[config.mk]
export PLATFORM = sky130hd
export DESIGN_NAME = store_lane_unit
export DESIGN_NICKNAME = d
export VERILOG_FILES = /design/src/rtl/store_lane_unit.sv
export SDC_FILE = /design/constraint.sdc
export NUM_CORES = 1
export LEC_CHECK = 0
export CORE_UTILIZATION = 25
export DETAILED_ROUTE_END_ITERATION = 7
export DONT_BUFFER_PORTS = 1
export PLACE_DENSITY = 0.45
export SYNTH_ARGS = -nofsm -noshare
export SYNTH_HDL_FRONTEND = slang
export SYNTH_SLANG_ARGS = --single-unit
[constraint.sdc]
create_clock -name clk -period 1.7 [get_ports clk]
set_clock_uncertainty 0.15 [all_clocks]
set_input_delay 0.255 -clock clk [delete_from_list [all_inputs] [get_ports clk]]
set_output_delay 0.255 -clock clk [all_outputs]
set_load 0.1 [all_outputs]
[src/rtl/store_lane_unit.sv]
// store_lane_unit: S-type store decode, byte-lane steering and a valid/ready
// beat generator toward the data-memory write port.
// Optional feature macro: STORE_SPLIT_MISALIGNED_EN -- when defined, misaligned
// stores are executed (word-crossing ones as two beats) instead of rejected.
module store_lane_unit #(
    parameter int XLEN = 32
) (
    input  logic              clk,
    input  logic              rst_n,
    input  logic              req_valid,
    output logic              req_ready,
    input  logic [2:0]        req_funct3,
    input  logic [XLEN-1:0]   req_addr,
    input  logic [XLEN-1:0]   req_wdata,
    output logic              mem_valid,
    input  logic              mem_ready,
    output logic [XLEN-1:0]   mem_addr,
    output logic [XLEN-1:0]   mem_wdata,
    output logic [XLEN/8-1:0] mem_we,
    output logic              done,
    output logic              exc,
    output logic              exc_cause
);
    localparam int NB   = XLEN / 8;
    localparam int OFFW = $clog2(NB);

    typedef logic [2*NB-1:0] we2_t;
    typedef enum logic [1:0] {IDLE, BEAT0, BEAT1} state_t;

    state_t            state_q, state_d;
    logic              mem_valid_q, mem_valid_d;
    logic [XLEN-1:0]   mem_addr_q, mem_addr_d;
    logic [XLEN-1:0]   mem_wdata_q, mem_wdata_d;
    logic [NB-1:0]     mem_we_q, mem_we_d;
    logic              done_q, done_d;
    logic              exc_q, exc_d;
    logic              exc_cause_q, exc_cause_d;

    logic [3:0]        size_b;
    logic              illegal;
    we2_t              mask_base;
    logic [OFFW-1:0]   off;
    we2_t              full_we;
    logic [2*XLEN-1:0] full_data_raw;
    logic [2*XLEN-1:0] full_data;
    logic [XLEN-1:0]   aligned_addr;

    assign off          = req_addr[OFFW-1:0];
    assign aligned_addr = {req_addr[XLEN-1:OFFW], {OFFW{1'b0}}};

    // Decode funct3 into access size in bytes and a right-justified lane mask.
    always_comb begin
        size_b    = 4'd0;
        illegal   = 1'b0;
        mask_base = we2_t'(0);
        case (req_funct3)
            3'b000: begin size_b = 4'd1; mask_base = we2_t'(1);  end
            3'b001: begin size_b = 4'd2; mask_base = we2_t'(3);  end
            3'b010: begin size_b = 4'd4; mask_base = we2_t'(15); end
            3'b011: begin
                if (XLEN == 64) begin
                    size_b    = 4'd8;
                    mask_base = we2_t'(255);
                end else begin
                    illegal = 1'b1;
                end
            end
            default: illegal = 1'b1;
        endcase
    end

    assign full_we       = mask_base << off;
    assign full_data_raw = {{XLEN{1'b0}}, req_wdata} << {off, 3'b000};

    // Zero every byte whose write enable is off, so bits above the access
    // size in the right-justified source never reach the bus.
    generate
        for (genvar gi = 0; gi < 2*NB; gi++) begin : g_lane_mask
            assign full_data[gi*8 +: 8] = full_we[gi] ? full_data_raw[gi*8 +: 8] : 8'h00;
        end
    endgenerate

`ifdef STORE_SPLIT_MISALIGNED_EN
    // Second-beat payload captured at acceptance.
    logic              cross_q, cross_d;
    logic [NB-1:0]     hi_we_q, hi_we_d;
    logic [XLEN-1:0]   hi_data_q, hi_data_d;
    logic              crosses;
    assign crosses = (int'(off) + int'(size_b)) > NB;
`else
    logic              misaligned;
    logic              unused_hi;
    assign misaligned = (int'(off) & (int'(size_b) - 1)) != 0;
    // Aligned accesses never spill into the upper half of the lane math.
    assign unused_hi  = ^{full_we[2*NB-1:NB], full_data[2*XLEN-1:XLEN]};
`endif

    // Next-state and registered-output computation.
    always_comb begin
        state_d     = state_q;
        mem_valid_d = mem_valid_q;
        mem_addr_d  = mem_addr_q;
        mem_wdata_d = mem_wdata_q;
        mem_we_d    = mem_we_q;
        done_d      = 1'b0;
        exc_d       = 1'b0;
        exc_cause_d = 1'b0;
`ifdef STORE_SPLIT_MISALIGNED_EN
        cross_d     = cross_q;
        hi_we_d     = hi_we_q;
        hi_data_d   = hi_data_q;
`endif
        case (state_q)
            IDLE: begin
                if (req_valid) begin
                    if (illegal) begin
                        exc_d       = 1'b1;
                        exc_cause_d = 1'b1;
                    end
`ifndef STORE_SPLIT_MISALIGNED_EN
                    else if (misaligned) begin
                        exc_d       = 1'b1;
                        exc_cause_d = 1'b0;
                    end
`endif
                    else begin
                        state_d     = BEAT0;
                        mem_valid_d = 1'b1;
                        mem_addr_d  = aligned_addr;
                        mem_we_d    = full_we[NB-1:0];
                        mem_wdata_d = full_data[XLEN-1:0];
`ifdef STORE_SPLIT_MISALIGNED_EN
                        cross_d     = crosses;
                        hi_we_d     = full_we[2*NB-1:NB];
                        hi_data_d   = full_data[2*XLEN-1:XLEN];
`endif
                    end
                end
            end
            BEAT0: begin
                if (mem_ready) begin
`ifdef STORE_SPLIT_MISALIGNED_EN
                    if (cross_q) begin
                        state_d     = BEAT1;
                        mem_addr_d  = mem_addr_q + XLEN'(NB);
                        mem_we_d    = hi_we_q;
                        mem_wdata_d = hi_data_q;
                    end else
`endif
                    begin
                        state_d     = IDLE;
                        mem_valid_d = 1'b0;
                        mem_addr_d  = '0;
                        mem_we_d    = '0;
                        mem_wdata_d = '0;
                        done_d      = 1'b1;
                    end
                end
            end
`ifdef STORE_SPLIT_MISALIGNED_EN
            BEAT1: begin
                if (mem_ready) begin
                    state_d     = IDLE;
                    mem_valid_d = 1'b0;
                    mem_addr_d  = '0;
                    mem_we_d    = '0;
                    mem_wdata_d = '0;
                    done_d      = 1'b1;
                end
            end
`endif
            default: state_d = IDLE;
        endcase
    end

    // State and output registers; reset abandons any beat in flight.
    always_ff @(posedge clk) begin
        if (!rst_n) begin
            state_q     <= IDLE;
            mem_valid_q <= 1'b0;
            mem_addr_q  <= '0;
            mem_wdata_q <= '0;
            mem_we_q    <= '0;
            done_q      <= 1'b0;
            exc_q       <= 1'b0;
            exc_cause_q <= 1'b0;
`ifdef STORE_SPLIT_MISALIGNED_EN
            cross_q     <= 1'b0;
            hi_we_q     <= '0;
            hi_data_q   <= '0;
`endif
        end else begin
            state_q     <= state_d;
            mem_valid_q <= mem_valid_d;
            mem_addr_q  <= mem_addr_d;
            mem_wdata_q <= mem_wdata_d;
            mem_we_q    <= mem_we_d;
            done_q      <= done_d;
            exc_q       <= exc_d;
            exc_cause_q <= exc_cause_d;
`ifdef STORE_SPLIT_MISALIGNED_EN
            cross_q     <= cross_d;
            hi_we_q     <= hi_we_d;
            hi_data_q   <= hi_data_d;
`endif
        end
    end

    assign req_ready = (state_q == IDLE);
    assign mem_valid = mem_valid_q;
    assign mem_addr  = mem_addr_q;
    assign mem_wdata = mem_wdata_q;
    assign mem_we    = mem_we_q;
    assign done      = done_q;
    assign exc       = exc_q;
    assign exc_cause = exc_cause_q;

endmodule
Yosys cells after proc, flatten, opt, wreduce, memory -nomap -nowiden
Index checks and enable logic that the tools add are counted.

Shifts and indexed selects: 2. Mux-type cells: 34. Add/sub/neg operators: 1. Equality and inequality tests: 7. Bitwise operators: 1. Reductions and logical operators: 9.

Operators by type and width (count): $mux W32 (7); $pmux W32 S2 (2); $mux W8 (4); $reduce_bool A32 Y1 (1); $shl A32 B5 Y32 (1); $mux W4 (4); $pmux W4 S3 (1); $pmux W3 S3 (1); $mux W1 (8); $mux W2 (4); $ne A2 B2 Y1 const B (4); $pmux W4 S2 (1); $shl A8 B2 Y4 (1); $reduce_and A5 Y1 (1); $and A3 B4 Y4 (1); $pmux W2 S2 (1); $reduce_and A4 Y1 (1); $sub A3 B1 Y4 const B (1); $eq A3 B1 Y1 const B (1); $eq A3 B2 Y1 const B (1); $logic_not A3 Y1 (1); $reduce_and A3 Y1 (1); $reduce_or A3 Y1 (1); $eq A2 B1 Y1 const B (1); 4 further kinds (4).

Register bits after elaboration: 74. Output and inout port bits: 73.

Longest topological paths before layout
Gate-level depths: netlist of run 1.

Depth after elaboration: 9. Depth in mapped cells: 7. Gate-level depth less buffers: 4.

Worst setup path before layout of run 1
OpenSTA, ideal clock, no wires.

Kind: register to register. Start point: register, netlist name mem_valid. End point: register mem_valid_q, in the netlist mem_valid. Required time: 1.491 ns. Clock period less this slack: 2.349 ns. Arrival: 2.140 ns. Stages on the path, launching flop included: 4. Slack: -0.649 ns. Path through: dfxtp_1 > inv_1 > o21ai_0 > and2_1.

RTL lines: end signal, assigned (RTL line 194) `mem_valid_q <= mem_valid_d;`; end, declared (RTL line 31) `logic mem_valid_q, mem_valid_d;`.

Final worst setup path of run 1
Start point: input port req_addr[1]. End point: register mem_wdata_q[11], in the netlist mem_wdata[11].

Word-level cells in the longest chain between the ends: 6. Elaborated cells between the ends (all ways): 11. Those cells by class: eq/ne (1); shift (2); mux (5); bitwise (1); reduce/logical (2).

Ends and longest elaborated chain: start, declared (RTL line 13) `input logic [XLEN-1:0] req_addr,`; $shl A32 B5 Y32 or $shl A8 B2 Y4 (tied branches) (RTL line 73, 72); $mux W8 (RTL line 79) `assign full_data[gi*8 +: 8] = full_we[gi] ? full_data_raw[gi*8 +: 8] : 8'h00;`; $mux W32 (RTL line 121) `else if (misaligned) begin`; $mux W32 (RTL line 116) `if (illegal) begin`; $mux W32 (RTL line 115) `if (req_valid) begin`; $pmux W32 S2 (RTL line 113) `case (state_q)`; end signal, assigned (RTL line 196) `mem_wdata_q <= mem_wdata_d;`; end, declared (RTL line 33) `logic [XLEN-1:0] mem_wdata_q, mem_wdata_d;`.

Several ways; a longest one is shown, not always the timed one. The select of a mux whose other input is x is not followed. A chain may end at the register's enable or synchronous reset.

==> out/metrics.yaml, run 1 <==
finalSetupViolCount: 0
layout.nets: 514
overflow: 0
num_vias: 2888
finalSetupTns_ps: 0
rrSetupSlack_ps: 140
root_buffer: "clkbuf_16"
fp-row-count: 40
grt_usage: 0.156
r2r_end: "mem_wdata[20]"
max_freq_mhz: 623
cp_cell_sequence: "dlygate4sd3_1 > nor3_4 > nand4_4 > o2bb2ai_1"
place_hpwl_mm: 6.34
yosysUniqueCellTypes: 38
syn_avg_cell_area_sq_um: 9.37
core_area_sq_um: 12100
cts.sinks: 70
antenna_found_initial: 0
worst-path-buf-inv: 1
grt_pass1_vias: 2866
h-tree-depth: 3
drtPass1Iterations: 4
tightest_slew_ps: 542
p_per_area_nw_per_um2: 926
synthTopCellsByArea: "dfxtp_1 45%, a21boi_1 6.0%, nand2_1 5.9%, mux2i_1 5.2%, nand3_1 5.2%"
maxSlewViolCount: 0
hold_depth: 3
path_class: "primary input to flop"
drtAntennaViolNets: 0
ios: 144
gp_congestion: 0.771
io_buffers: 0
r2r_cells: 5
min_to: "mem_wdata[19]"
dpl_cell_area_sq_um: 3810
power_uw: 4250
yosysSeqAreaShare: 0.452
critPathMaxStageDelay_ps: 750
start_util: 0.257
worstHoldStart: "req_wdata[3]"
yosys_warnings: 0
die_x_um: 113
clkTransAtPathRegs_ps: 50
num_antenna_cells: 0
cts_tree: "built"
rsz0062_at_grt: "false"
period_share: 0.944
drc: 0
grt_max_degree: 46
netlist.top_cell.by_area: "dfxtp_1"
worstSetupEndpointType: "flop"
fin_area_sq_um: 4590
viasPerCell: 4.70
syn_area_sq_um: 3100
clockBufferDepth: 2
die_area_sq_um: 12900
hold_viol: 0
die_y_um: 113
drt-total-wl_mm: 9.95
worst_ep_arrival_time_ps: 1710
postSynthCellCount: 331
r2r_start: "mem_valid"
wl_per_cell_um: 16.2
ys_ff_latch: 70
status: "finished clean"
final_layout_size_suffix_gt1_frac: 0.235
netlist.area_leader.share: 0.452
ir_worst_vdd_mv: 0.346
instances_no_fill: 615
cts_buffers: 9
clk_latency_ps: 330
crit_family: "buffers and inverters"
p_leak_uw: 0.00185
dp_cells: 553
finalCriticalPeriod_ps: 1600
relSlewSlack: 0.637
holdWs_ps: 9.88
drtIter0Drc: 166
hp-class: "primary input to flop"
grt_pass1_wl_mm: 15.2
cp_max_fo: 23
syn_to_final_growth_pct: 47.9
crit_required_ps: 1810
cp_slowest_cell: "dlygate4sd3_1"
drv_cap: 0
startpoint_type: "primary input"
-- metal layers --
layer  wire length [um]  vias up  GRT usage
li1                   -     1412          -
met1               4280     1353      0.183
met2               4620      112      0.255
met3                934       11     0.0670
met4                119        0     0.0544
met5                  0        -          0
-- tightest hold or removal path: stages --
cell,delay [ps]
nand2_1,30
o21ai_0,60
a22o_1,120
-- timing repair --
| action | 4_1_cts | 5_1_grt |
|---|---|---|
| endpoints found under the setup margin | 0 | 10 |
| resized for setup | 0 | 4 |
| hold endpoints to repair | 58 | 6 |
| hold buffers | 46 | 1 |
| setup buffers | 0 | 0 |
-- placed cells by master (no fill, tap or decap), types with 3 or more instances in the layout --
master and count:
a21boi_1 25, buf_12 4, nor2b_1 19, a32oi_1 8, a211o_1 8, a32o_1 8
o2bb2ai_1 8, clkbuf_16 9, dfxtp_1 69, buf_4 79, mux2i_1 16, o21ai_0 11
dlygate4sd3_1 46, and3_1 3, nand3_1 32, nand2_1 49, a21boi_0 7, nor2_1 5
clkbuf_1 4, a22o_1 8
-- power breakdown --
group / total, uW / switching, uW / internal [uW]
Clock: 1800 / 669 / 1130
Combinational: 752 / 504 / 249
Sequential: 1700 / 19.3 / 1680
-- registers in the layout, summed over array words and instances (netlist names) --
register,count
done,1
exc,1
exc_cause,1
mem_addr,30
mem_valid,1
mem_wdata,32
mem_we,4
-- stage by stage --
step            util  setup slack [ps]
2_1_floorplan      -             -2.51
3_3_place_gp   0.316              91.2
3_5_place_dp   0.316              75.9
4_1_cts        0.377             0.174
5_1_grt        0.380              22.8
6_report       0.380              95.9
-- logic make-up after synthesis --
logic type             Yosys count  synth area share
other                            1           0.00121
AO/OA/AOI/OAI                   94             0.241
buffers and inverters           32            0.0609
multiplexers                    16            0.0516
AND/OR/NAND/NOR                118             0.194
flip-flops                      70             0.452
-- synth_stat cells (all sizes together) --
master   number
and2          1
nor2          6
o2bb2ai       8
a32o          8
a32oi         8
buf          16
clkbuf       14
o21a          2
and3          3
nor3b         1
a22o          8
a211o         8
a21o          2
nor4b         2
dfxtp        70
mux2i        16
o2111ai       1
nand4         1
a21oi         3
nand3        32
a21boi       33
nor3          3
or3           1
conb          1
a31oi         1
o21ai        12
nand2        49
inv           2
nor2b        19
-- cell type report --
| type | instances | area, sq um |
|---|---|---|
| fill | 1210 | 7470 |
| clock buffer | 13 | 240 |
| clock inverter | 2 | 35.0 |
| tap | 168 | 210 |
| inverter | 2 | 7.51 |
| multi-input combinational | 230 | 1550 |
| sequential | 70 | 1410 |
| timing repair buffer | 130 | 1140 |
-- how the worst max path moves through the flow --
stage                     to  cells after the start  slack (ps)     startpoint
2_1_floorplan      mem_valid                      3          -3      mem_valid
3_3_place_gp   mem_wdata[13]                      4          90    req_addr[1]
3_5_place_dp    mem_wdata[8]                      4          80    req_addr[1]
4_1_cts        mem_wdata[11]                      4         0.2    req_addr[1]
5_1_grt        mem_wdata[26]                      6          20  req_funct3[2]
6_report       mem_wdata[11]                      4         100    req_addr[1]
Power figures use the tool's default switching activity.
==> run 2: changes to the inputs <==
- CORE_MARGIN: not set -> 2
==> out/metrics.yaml, run 2 (synthesized netlist as in run 1, its figures left out) <==
status: "finished clean"
p_leak_uw: 0.00183
final_util: 0.376
p_switching_uw: 1170
p_per_area_nw_per_um2: 928
fill_cells: 1238
maxSlewViolCount: 0
crit_family: "simple AND/OR/NAND/NOR gates"
root_buffer: "clkbuf_16"
drc: 0
grt_usage: 0.148
clockPowerShare: 0.421
io_buffers: 0
dpl_cell_area_sq_um: 3780
r2r_cells: 4
grt_pass1_wl_mm: 15.0
cts_setup_buffers: 0
hp-class: "primary input to flop"
worstSetupEndpointType: "flop"
grt_max_degree: 46
finalSetupViolCount: 0
rsz0062_at_grt: "true"
ios: 144
fp-row-count: 40
fin_area_sq_um: 4540
gp_congestion: 0.746
clkTransAtPathRegs_ps: 50
drtPass1Iterations: 4
hold_viol: 0
die_y_um: 115
h-tree-depth: 3
critPathMaxStageDelay_ps: 360
drtAntennaViolNets: 0
die_x_um: 115
cts_tree: "built"
overflow: 0
place_hpwl_mm: 6.56
cts_resized: 0
crit_required_ps: 1830
clockBufferDepth: 2
layout.nets: 513
viasPerCell: 4.70
r2r_end: "mem_wdata[20]"
cp_slowest_cell: "dfxtp_4"
drt-total-wl_mm: 10.0
combPwrFrac: 0.176
cts_buffers: 9
cp_max_fo: 8
num_vias: 2879
grt_pass1_vias: 2875
power_frac_seq: 0.403
core_area_sq_um: 12100
final_cell_mix: "79 x buf_4, 69 x dfxtp_1, 49 x nand2_1"
worstHoldStart: "req_wdata[11]"
seqCellArea_sq_um: 1410
wl_per_cell_um: 16.4
min_to: "mem_wdata[11]"
hold_depth: 2
cp_cell_sequence: "nor2b_1 > o2111ai_1 > nor2_2 > a22o_1"
die_area_sq_um: 13300
antenna_found_initial: 0
mostFrequentLayoutCell: "buf_4"
start_util: 0.257
netSwitchingFraction: 0.278
intPower_uw: 3040
max_freq_mhz: 626
num_antenna_cells: 0
r2r_start: "mem_valid"
worst_ep_arrival_time_ps: 1720
multi_input_comb_area_sq_um: 1520
finalCriticalPeriod_ps: 1600
cp_num_cells: 4
ir_worst_vdd_mv: 0.474
worst-path-buf-inv: 0
clk_latency_ps: 320
final_layout_size_suffix_gt1_frac: 0.231
path_class: "flop to flop"
instances_no_fill: 613
drv_cap: 0
period_share: 0.940
largest_reg_flops: 32
syn_to_final_growth_pct: 46.3
cts.sinks: 70
drtIter0Drc: 160
startpoint_type: "flop"
dp_cells: 551
power_uw: 4220
rrSetupSlack_ps: 100
-- run 2: worst max path at each step --
stage           startpoint             to  slack, ps
6_report         mem_valid  mem_wdata[20]        100
5_1_grt          mem_valid  mem_wdata[23]         -9
4_1_cts          mem_valid  mem_wdata[20]         70
3_5_place_dp   req_addr[1]  mem_wdata[10]         50
3_3_place_gp   req_addr[1]  mem_wdata[13]        110
2_1_floorplan    mem_valid      mem_valid         -3
-- run 2: layout make-up --
class,instances,share of cell area
multi-input cells,230,0.335
flip-flops and latches,70,0.309
inverters,2,0.00165
clock buffers,12,0.0521
well taps,168,0.0463
repair buffers,129,0.247
clock inverters,2,0.00772
-- run 2: routing by layer --
| metal | share of wire | track usage |
|---|---|---|
| met3 | 0.086 | 0.0601 |
| met5 | 0 | 0 |
| met1 | 0.44 | 0.179 |
| met2 | 0.46 | 0.239 |
| met4 | 0.016 | 0.0538 |
-- run 2: power groups by stage --
stage	Clock (uW)	Combinational [uW]	Sequential (uW)
6_report	1770	742	1700
3_5_place_dp	0	627	1740
5_1_grt	1920	783	1700
2_1_floorplan	0	273	2020
3_3_place_gp	0	625	1730
4_1_cts	1840	743	1700
-- run 2: per-stage QoR --
stage                     worst slack (ps)  setup TNS (ps)  hold slack, ps
after floorplan                      -2.51           -2.51             240
after global placement                 114               0             234
after detailed placement              54.2               0             239
after CTS                             68.0               0            2.01
after global routing                 -9.33           -11.7            29.0
final                                  101               0            12.7
-- run 2: what timing repair did --
item / in CTS / in global routing
endpoints found under the hold margin: 58 / 0
hold buffers: 48 / 0
endpoints found under the setup margin: 0 / 3
-- run 2: worst reg2reg max path, cell delays in order, from the launching register on --
cell,delay [ps]
dfxtp_4,360
nor2b_1,280
o2111ai_1,210
nor2_2,360
a22o_1,180
